$ cat src/rtl/cas_pkg.sv
// rtl/cas_pkg.sv - shared constants and state encoding for the cassette FSK player
package cas_pkg;

   localparam int Q_HZ          = 894886;
   localparam int ADDR_W_DEF    = 16;
   localparam int HALF0_DEF     = 373;
   localparam int HALF1_DEF     = 186;
   localparam int RAM_LAT_DEF   = 2;
   localparam int MOTOR_DLY_DEF = 44744;
   localparam int CNT_W         = 16;

   localparam logic [2:0] ST_IDLE  = 3'd0;
   localparam logic [2:0] ST_FETCH = 3'd1;
   localparam logic [2:0] ST_HI    = 3'd2;
   localparam logic [2:0] ST_LO    = 3'd3;
   localparam logic [2:0] ST_EOT   = 3'd4;

endpackage

$ cat src/rtl/cas_bit_timer.sv
// rtl/cas_bit_timer.sv - Q-tick counter producing a terminal-count pulse after half ticks
module cas_bit_timer #(
   parameter int W = 16
) (
   input  logic         clk,
   input  logic         rst_n,
   input  logic         q_en,
   input  logic         start,
   input  logic         pause,
   input  logic [W-1:0] half,
   output logic         tc
);

   logic [W-1:0] cnt_q, cnt_d;

   assign tc = q_en & ~start & ~pause & (cnt_q == half - 1'b1);

   always_comb begin
      cnt_d = cnt_q;
      if (start)
         cnt_d = '0;
      else if (q_en && !pause)
         cnt_d = tc ? '0 : cnt_q + 1'b1;
   end

   always_ff @(posedge clk or negedge rst_n) begin
      if (!rst_n)
         cnt_q <= '0;
      else
         cnt_q <= cnt_d;
   end

endmodule

$ cat src/rtl/cassette_fsk_player.sv
// rtl/cassette_fsk_player.sv - CAS image byte serializer to 1200/2400 Hz FSK cassette signal
// Optional motor spin-up delay: CAS_MOTOR_DELAY_EN
module cassette_fsk_player
   import cas_pkg::*;
#(
   parameter int ADDR_W  = ADDR_W_DEF,
   parameter int HALF0   = HALF0_DEF,
   parameter int HALF1   = HALF1_DEF,
   parameter int RAM_LAT = RAM_LAT_DEF
`ifdef CAS_MOTOR_DELAY_EN
   ,
   parameter int MOTOR_DLY = MOTOR_DLY_DEF
`endif
) (
   input  logic              clk,
   input  logic              COCO_RESET_N,
   input  logic              q_en,
   input  logic              relay,
   input  logic              rewind,
   input  logic              loading,
   input  logic [ADDR_W-1:0] tape_len,
   output logic [ADDR_W-1:0] rd_addr,
   input  logic [7:0]        rd_data,
   output logic              casdout,
   output logic              playing,
   output logic              eot
);

   logic [2:0]        state_q, state_d;
   logic [ADDR_W-1:0] addr_q, addr_d, addr_inc;
   logic [7:0]        shift_q, shift_d;
   logic [2:0]        bit_q, bit_d;
   logic [3:0]        wait_q, wait_d;
   logic              clear, run, in_bit, bit_tc;
   logic [CNT_W-1:0]  half;

   assign clear    = rewind | loading;
   assign in_bit   = (state_q == ST_HI) | (state_q == ST_LO);
   assign half     = shift_q[0] ? CNT_W'(HALF1) : CNT_W'(HALF0);
   assign addr_inc = addr_q + 1'b1;

`ifdef CAS_MOTOR_DELAY_EN
   logic relay_q, relay_d, dly_q, dly_d, dly_rise, dly_tc;

   // the rise cycle itself must not advance, so it is folded into run
   assign dly_rise = relay & ~relay_q & (state_q != ST_EOT);
   assign run      = relay & ~dly_q & ~dly_rise;

   always_comb begin
      relay_d = relay;
      dly_d   = dly_q;
      if (clear || !relay)
         dly_d = 1'b0;
      else if (dly_rise)
         dly_d = 1'b1;
      else if (dly_tc)
         dly_d = 1'b0;
   end

   cas_bit_timer #(.W(CNT_W)) u_motor_timer (
      .clk   (clk),
      .rst_n (COCO_RESET_N),
      .q_en  (q_en),
      .start (clear | ~relay | ~dly_q),
      .pause (1'b0),
      .half  (CNT_W'(MOTOR_DLY)),
      .tc    (dly_tc)
   );

   always_ff @(posedge clk or negedge COCO_RESET_N) begin
      if (!COCO_RESET_N) begin
         relay_q <= 1'b0;
         dly_q   <= 1'b0;
      end else begin
         relay_q <= relay_d;
         dly_q   <= dly_d;
      end
   end
`else
   assign run = relay;
`endif

   cas_bit_timer #(.W(CNT_W)) u_bit_timer (
      .clk   (clk),
      .rst_n (COCO_RESET_N),
      .q_en  (q_en),
      .start (clear),
      .pause (~run | ~in_bit),
      .half  (half),
      .tc    (bit_tc)
   );

   always_comb begin
      state_d = state_q;
      addr_d  = addr_q;
      shift_d = shift_q;
      bit_d   = bit_q;
      wait_d  = wait_q;
      if (clear) begin
         state_d = ST_IDLE;
         addr_d  = '0;
         bit_d   = '0;
         wait_d  = '0;
      end else if (!run) begin
         wait_d = '0;
      end else begin
         case (state_q)
            ST_IDLE: begin
               if (tape_len != '0) begin
                  state_d = ST_FETCH;
                  wait_d  = '0;
               end
            end
            ST_FETCH: begin
               if (wait_q == 4'(RAM_LAT)) begin
                  shift_d = rd_data;
                  bit_d   = '0;
                  state_d = ST_HI;
               end else begin
                  wait_d = wait_q + 4'd1;
               end
            end
            ST_HI: begin
               if (bit_tc)
                  state_d = ST_LO;
            end
            ST_LO: begin
               if (bit_tc) begin
                  if (bit_q != 3'd7) begin
                     shift_d = {1'b0, shift_q[7:1]};
                     bit_d   = bit_q + 3'd1;
                     state_d = ST_HI;
                  end else begin
                     addr_d  = addr_inc;
                     wait_d  = '0;
                     state_d = (addr_inc == tape_len) ? ST_EOT : ST_FETCH;
                  end
               end
            end
            ST_EOT: begin
            end
            default: state_d = ST_IDLE;
         endcase
      end
   end

   always_ff @(posedge clk or negedge COCO_RESET_N) begin
      if (!COCO_RESET_N) begin
         state_q <= ST_IDLE;
         addr_q  <= '0;
         shift_q <= '0;
         bit_q   <= '0;
         wait_q  <= '0;
      end else begin
         state_q <= state_d;
         addr_q  <= addr_d;
         shift_q <= shift_d;
         bit_q   <= bit_d;
         wait_q  <= wait_d;
      end
   end

   assign rd_addr = addr_q;
   assign casdout = (state_q == ST_HI) & run;
   assign playing = in_bit & relay;
   assign eot     = (state_q == ST_EOT);

endmodule

$ cat config.mk
export PLATFORM = sky130hd
export DESIGN_NAME = cassette_fsk_player
export DESIGN_NICKNAME = d
export VERILOG_FILES = /design/src/rtl/cas_pkg.sv /design/src/rtl/cas_bit_timer.sv /design/src/rtl/cassette_fsk_player.sv
export SDC_FILE = /design/constraint.sdc
export NUM_CORES = 1
export LEC_CHECK = 0
export CORE_MARGIN = 2
export CORE_UTILIZATION = 55
export DETAILED_ROUTE_END_ITERATION = 6
export PLACE_DENSITY = 0.84
export SLEW_MARGIN = 20
export SYNTH_ARGS = -nofsm -noshare
export SYNTH_HDL_FRONTEND = slang
export SYNTH_SLANG_ARGS = --single-unit
export TNS_END_PERCENT = 30
$ cat constraint.sdc
create_clock -name clk -period 3.05 [get_ports clk]
set_input_delay 0.61 -clock clk [delete_from_list [all_inputs] [get_ports clk]]
set_output_delay 0.61 -clock clk [all_outputs]
set_load 0.01 [all_outputs]
==> impl_metrics.py, run 1 <==
metrics = {
    "run_status": {
        "status": "completed",
    },
    "logic_synthesis": {
        "synthAdderAreaFrac_pct": 2.290,
        "yosys.cell_types.count": 57,
        "synth_top_family_by_area": "simple AND/OR/NAND/NOR gates",
        "yosysWarningCount": 0,
        "yosys_register_bits": 50,
        "synthTopCellsByCount": "55 x nor2_1, 50 x dfrtp_1, 35 x nand2_1",
        "synth_enable_flop_cells": 0,
        "yosys.area.top_type": "dfrtp_1",
        "synth-xor-area-share_pct": 11.76,
        "synth_compound_area_share_pct": 11.34,
        "syn_area_sq_um": 3278,
        "avgSynthCellArea_sq_um": 8.812,
        "synth.area.top_cells": "dfrtp_1 38%, xor2_1 6.4%, nor2_1 6.3%",
        "synthSimpleGateAreaFrac_pct": 27.75,
        "async_reset_ff_share_pct": 100.0,
        "synthMuxAreaShare_pct": 4.046,
        "yosysTopAreaCellShare_pct": 38.17,
        "yosysMostFrequentCell": "nor2_1",
        "synth.net_count": 408,
        "synth_ff_type": "dfrtp_1",
        "synth_cells": 372,
        "ys_seq_area_share_pct": 38.17,
    },
    "timing": {
        "final-hold-violation-count": 0,
        "tightest_slew_ns": 0.6128,
        "tns_ns": 0,
        "min_period_ns": 2.800,
        "finClkSkew_ns": 0.008657,
        "max_slew_margin_pct": 59.14,
        "fin_crit_sh_pct": 91.82,
        "timing.fmax_ghz": 0.3571,
        "grt_setup_unrepaired": "no",
        "finalMaxSlewViolations": 0,
        "setup_viol": 0,
    },
    "setup_path": {
        "max_stage_delay_ns": 0.50,
        "cp.required_ns": 3.23,
        "worstPathMaxFanout": 7,
        "end_kind": "flop",
        "crit_slowest_cell": "a2111oi_0",
        "cp-start-kind": "flop",
        "crit_type": "reg2reg",
        "crit_chain": "ha_1 -> and2_2 -> nand3b_1 -> a2111oi_0 -> o221ai_1 -> or4_1 -> nor4_2 -> o22ai_1",
        "cp_data_arrival_time_ns": 2.98,
    },
    "pwr": {
        "powerDensity_nw_per_um2": 318.5,
        "leakage_nw": 1.593,
        "ir_drop_v": 0.0002410,
    },
    "floorplan": {
        "die_y_um": 81.20,
        "rows": 28,
        "initial_core_util_pct": 56.03,
        "dieArea_sq_um": 6593,
        "die_x_um": 81.20,
        "core_area_sq_um": 5851,
        "ioPinCount": 49,
    },
    "routing": {
        "detail_route.vias_per_cell": 5.900,
        "drt_pass1_iterations": 4,
        "drt_iter0_markers": 90,
        "wl_um": 7688,
        "post-route-drc-count": 0,
        "avgRoutedWirePerCell_um": 15.44,
        "vias": 2938,
        "ant_nets": 0,
    },
    "clock_tree": {
        "insertion_delay_ns": 0.31,
        "path_clk_slew_ns": 0.08,
        "h-tree-depth": 2,
        "root_buffer": "clkbuf_8",
        "cts_hold_buf": 0,
        "cts_tree": "done",
        "postCtsSetupRepairBufs": 0,
        "cts_resized": 0,
        "cts_buffer_depth": 2,
        "clkSinkCount": 50,
        "numCtsBuffers": 5,
    },
    "final_layout": {
        "nets": 458,
        "final_core_util_pct": 66.96,
        "area_delta_synth_final_pct": 19.50,
        "drive_gt1_share_pct": 7.329,
        "n_antenna_cell": 0,
    },
    "min_path": {
        "min_path_type": "in2async",
    },
    "place": {
        "globalplace.congestion": 0.9514,
        "place_hpwl_um": 5772,
        "port_buffers": 48,
    },
    "global_route": {
        "track_usage_pct": 25.46,
        "grt_max_degree": 51,
        "grt_overflow": 0,
        "grt_pass1_vias": 2836,
        "grt_pass1_wl_um": 13120,
        "antenna_found_initial": 0,
    },
    "job": {
        "cap_violations": 0,
    },
}
## metrics by stage
| step | hold slack, ns | instance area (sq um) | std cells | setup WS [ns] | power [W] |
|---|---|---|---|---|---|
| CTS | 0.4128 | 3918 | 498 | 0.2810 | 0.001262 |
| finish | 0.3985 | 3918 | 498 | 0.2496 | 0.001248 |
| floorplan | 0.3144 | 3278 | 372 | 0.6520 | 0.0007244 |
| global route | 0.4628 | 3918 | 498 | 0.09784 | 0.001298 |
| global placement | 0.4883 | 3807 | 490 | 0.1278 | 0.0007971 |
| detailed placement | 0.4910 | 3807 | 490 | 0.06466 | 0.0007993 |
## power breakdown
| part | switching, W | internal [W] | total [W] |
|---|---|---|---|
| Sequential | 0.00000410 | 0.000665 | 0.000669 |
| Clock | 0.000216 | 0.000245 | 0.000461 |
| Combinational | 0.0000600 | 0.0000581 | 0.000118 |
| Total | 0.000280 | 0.000968 | 0.00125 |
## cell usage in the layout, fill, tap and decap left out, types with 3 or more instances in the layout
master            n
a21oi_1          13
a22o_1            3
a31oi_1           5
buf_4            10
clkbuf_8          5
clkdlybuf4s50_1  47
dfrtp_1          50
ha_1              6
inv_1            10
mux2i_1          11
nand2_1          35
nand3_1          21
nand4_1          11
nor2_1           55
nor2b_1           4
nor3_1           12
nor3b_1           5
nor4_1           10
o21ai_0          14
xnor2_1          20
xor2_1           24
## final cells by class
cell class	instances	area, sq um
Inverter	10	37.54
Multi-Input combinational cell	297	1874
Timing Repair Buffer	58	550.5
Clock buffer	6	72.57
Sequential cell	50	1251
Fill cell	478	1933
Tap cell	75	93.84
Clock inverter	2	37.54
## kinds of logic after synthesis
logic type | Yosys count
and+or+nand+nor | 179
adders and majority gates | 6
xor gates and xnor gates | 44
DFF | 50
AOI/OAI and AO/OA | 55
buffers and inverters | 25
muxes | 13
## worst paths after layout
check	cells past startpoint	start	to	slack [ns]
setup / recovery	8	rd_addr[0]	state_q[0]	0.25
hold / removal	2	COCO_RESET_N	rd_addr[0]	0.40
setup reg to reg	8	rd_addr[0]	state_q[0]	0.25
hold reg to reg	1	bit_q[1]	bit_q[1]	0.52
max in group asynchronous	2	COCO_RESET_N	u_bit_timer.cnt_q[10]	2.24
min in group clk	1	bit_q[1]	bit_q[1]	0.52
## per-layer routing
metal / up-vias / global-route usage, % / part of all wire, %
met1: 1414 / 33.26 / 44
met5: - / 0 / 0
met2: 88 / 42.81 / 49
met3: 16 / 3.889 / 5.0
met4: 0 / 9.492 / 2.3
li1: 1420 / - / -
## sequential cells by signal (all words and copies together), names as in the netlist
name               cells
bit_q                  3
rd_addr               16
shift_q                8
state_q                3
u_bit_timer.cnt_q     16
wait_q                 4
## worst max-delay path, delay by kind of cell (launching register included)
| family | cells | cell delay, ns |
|---|---|---|
| AOI/OAI and AO/OA | 3 | 0.83 |
| DFF | 1 | 0.47 |
| and+or+nand+nor | 4 | 1.05 |
| adders and majority gates | 1 | 0.33 |
Note: power is estimated with default switching activity, not from simulation.
==> run 2: changes to the inputs <==
--- a/config.mk
+++ b/config.mk
@@ -6,5 +6,4 @@
 export NUM_CORES = 1
 export LEC_CHECK = 0
-export CORE_MARGIN = 2
 export CORE_UTILIZATION = 55
 export DETAILED_ROUTE_END_ITERATION = 6
==> constraint.sdc (replaced) <==
create_clock -name clk -period 3.05 [get_ports clk]
set_input_delay 0.61 -clock clk [delete_from_list [all_inputs] [get_ports clk]]
set_output_delay 0.61 -clock clk [all_outputs]
set_load 0.05 [all_outputs]
==> run 2 against run 1 <==
Largest cell class unchanged. Power decreased by 5.4%. Combinational power about the same. Flip-flop and latch count unchanged.
==> impl_metrics.py, run 2 (same netlist as run 1, synthesis figures left out) <==
metrics = {
    "floorplan": {
        "die_x_um": 79.20,
        "dieArea_sq_um": 6273,
        "ioPinCount": 49,
        "rows": 27,
        "die_y_um": 79.20,
        "core_area_sq_um": 5642,
        "initial_core_util_pct": 58.11,
    },
    "timing": {
        "min_period_ns": 2.779,
        "fin_crit_sh_pct": 91.13,
        "grt_setup_unrepaired": "no",
        "tightest_slew_ns": 0.6104,
        "setup_viol": 0,
        "final-hold-violation-count": 0,
        "max_slew_margin_pct": 59.31,
        "tns_ns": 0,
        "timing.fmax_ghz": 0.3598,
        "finalMaxSlewViolations": 0,
        "finClkSkew_ns": 0.01144,
    },
    "routing": {
        "wl_met3_um": 420,
        "top_layer": "met4",
        "wl_um": 7416,
        "wirelength_met1_um": 3218,
        "ant_nets": 0,
        "wl_met2_um": 3534,
        "avgRoutedWirePerCell_um": 15.01,
        "drt_iter0_markers": 138,
        "vias": 3016,
        "detail_route.vias_per_cell": 6.105,
        "drt_pass1_iterations": 4,
        "post-route-drc-count": 0,
    },
    "global_route": {
        "grt_pass1_wl_um": 12700,
        "grt_pass1_vias": 2800,
        "antenna_found_initial": 0,
        "grt_max_degree": 51,
        "track_usage_pct": 25.70,
        "grt_overflow": 0,
    },
    "clock_tree": {
        "numCtsBuffers": 5,
        "root_buffer": "clkbuf_8",
        "clkSinkCount": 50,
        "insertion_delay_ns": 0.30,
        "cts_buffer_depth": 2,
        "cts_resized": 0,
        "postCtsSetupRepairBufs": 0,
        "cts_tree": "done",
        "path_clk_slew_ns": 0.09,
        "cts_hold_buf": 0,
        "h-tree-depth": 2,
    },
    "setup_path": {
        "crit_type": "reg2reg",
        "end_kind": "flop",
        "worstPathMaxFanout": 7,
        "cp-start-kind": "flop",
        "cp_data_arrival_time_ns": 2.96,
        "cp.required_ns": 3.23,
        "r2r_start": "rd_addr[0]",
        "critPathLaunch": "rd_addr[0]",
    },
    "place": {
        "place_area_sq_um": 3804,
        "globalplace.congestion": 1.016,
        "port_buffers": 48,
        "post-place-cells": 486,
        "place_hpwl_um": 5526,
    },
    "final_layout": {
        "layout_common_cells": "55 x nor2_1, 50 x dfrtp_1, 45 x clkdlybuf4s50_1",
        "nets": 457,
        "n_antenna_cell": 0,
        "fin_area_sq_um": 3895,
        "drive_gt1_share_pct": 7.583,
        "final_cells": 494,
        "final_common_cell": "nor2_1",
        "final_core_util_pct": 69.04,
        "area_delta_synth_final_pct": 18.82,
    },
    "job": {
        "cap_violations": 0,
    },
    "pwr": {
        "clockPowerShare_pct": 33.4,
        "powerDensity_nw_per_um2": 303.0,
        "leakage_nw": 1.593,
        "sequentialPowerShare_pct": 56.7,
        "comb_power_share_pct": 10.0,
        "ir_drop_v": 0.0002375,
        "p_switching_w": 0.0002745,
        "intPower_w": 0.0009056,
        "power.total_w": 0.001180,
        "switching_share_pct": 23.26,
    },
    "min_path": {
        "min_path_type": "in2async",
    },
    "run_status": {
        "status": "completed",
    },
}
[run 2: cell types whose count changed in the layout (fill, tap and decap cells not counted)]
| cell | before | now |
|---|---|---|
| buf_12 | 0 | 1 |
| clkinvlp_4 | 1 | 0 |
| clkbuf_8 | 5 | 6 |
| clkinv_2 | 0 | 1 |
| clkdlybuf4s50_1 | 47 | 45 |
| bufinv_16 | 1 | 0 |
[run 2: area by class of cell]
class,instances,area [sq um]
Fill cell,466,1747
Sequential cell,50,1251
Inverter,10,37.54
Multi-Input combinational cell,297,1874
Clock buffer,7,86.33
Clock inverter,1,5.005
Tap cell,72,90.09
Timing Repair Buffer,57,550.5
[run 2: worst paths after layout]
check	end	slack [ns]	cells after the start
hold / removal	rd_addr[2]	0.39	2
setup reg to reg	state_q[0]	0.27	8
hold reg to reg	bit_q[1]	0.52	1
min in group clk	bit_q[1]	0.52	1
setup / recovery	state_q[0]	0.27	8
max in group asynchronous	u_bit_timer.cnt_q[9]	2.23	2
[run 2: power by group through the flow]
stage,logic (W),clock network [W],registers [W]
floorplan,0.0000455,0,0.000680
global placement,0.000115,0,0.000682
detailed placement,0.000117,0,0.000682
CTS,0.000118,0.000404,0.000669
global route,0.000129,0.000421,0.000669
finish,0.000118,0.000394,0.000669
[run 2: worst max-delay path, stage by stage, from the launching register on]
cell and delay, ns:
dfrtp_1 0.47, ha_1 0.32, and2_2 0.25, nand3b_1 0.09, a2111oi_0 0.49, o221ai_1 0.21, or4_1 0.45, nor4_2 0.26
o22ai_1 0.12
[run 2: metal layers]
metal,track usage (%),up-vias
met2,42.41,123
li1,-,1427
met5,0,-
met3,3.448,28
met4,11.27,0
met1,33.65,1438
[run 2: per-stage QoR]
step / setup WS [ns] / hold WS, ns
floorplan: 0.3565 / 0.3144
global placement: 0.1311 / 0.4905
detailed placement: 0.09831 / 0.5012
CTS: 0.3119 / 0.4251
global route: 0.04680 / 0.4628
finish: 0.2706 / 0.3921
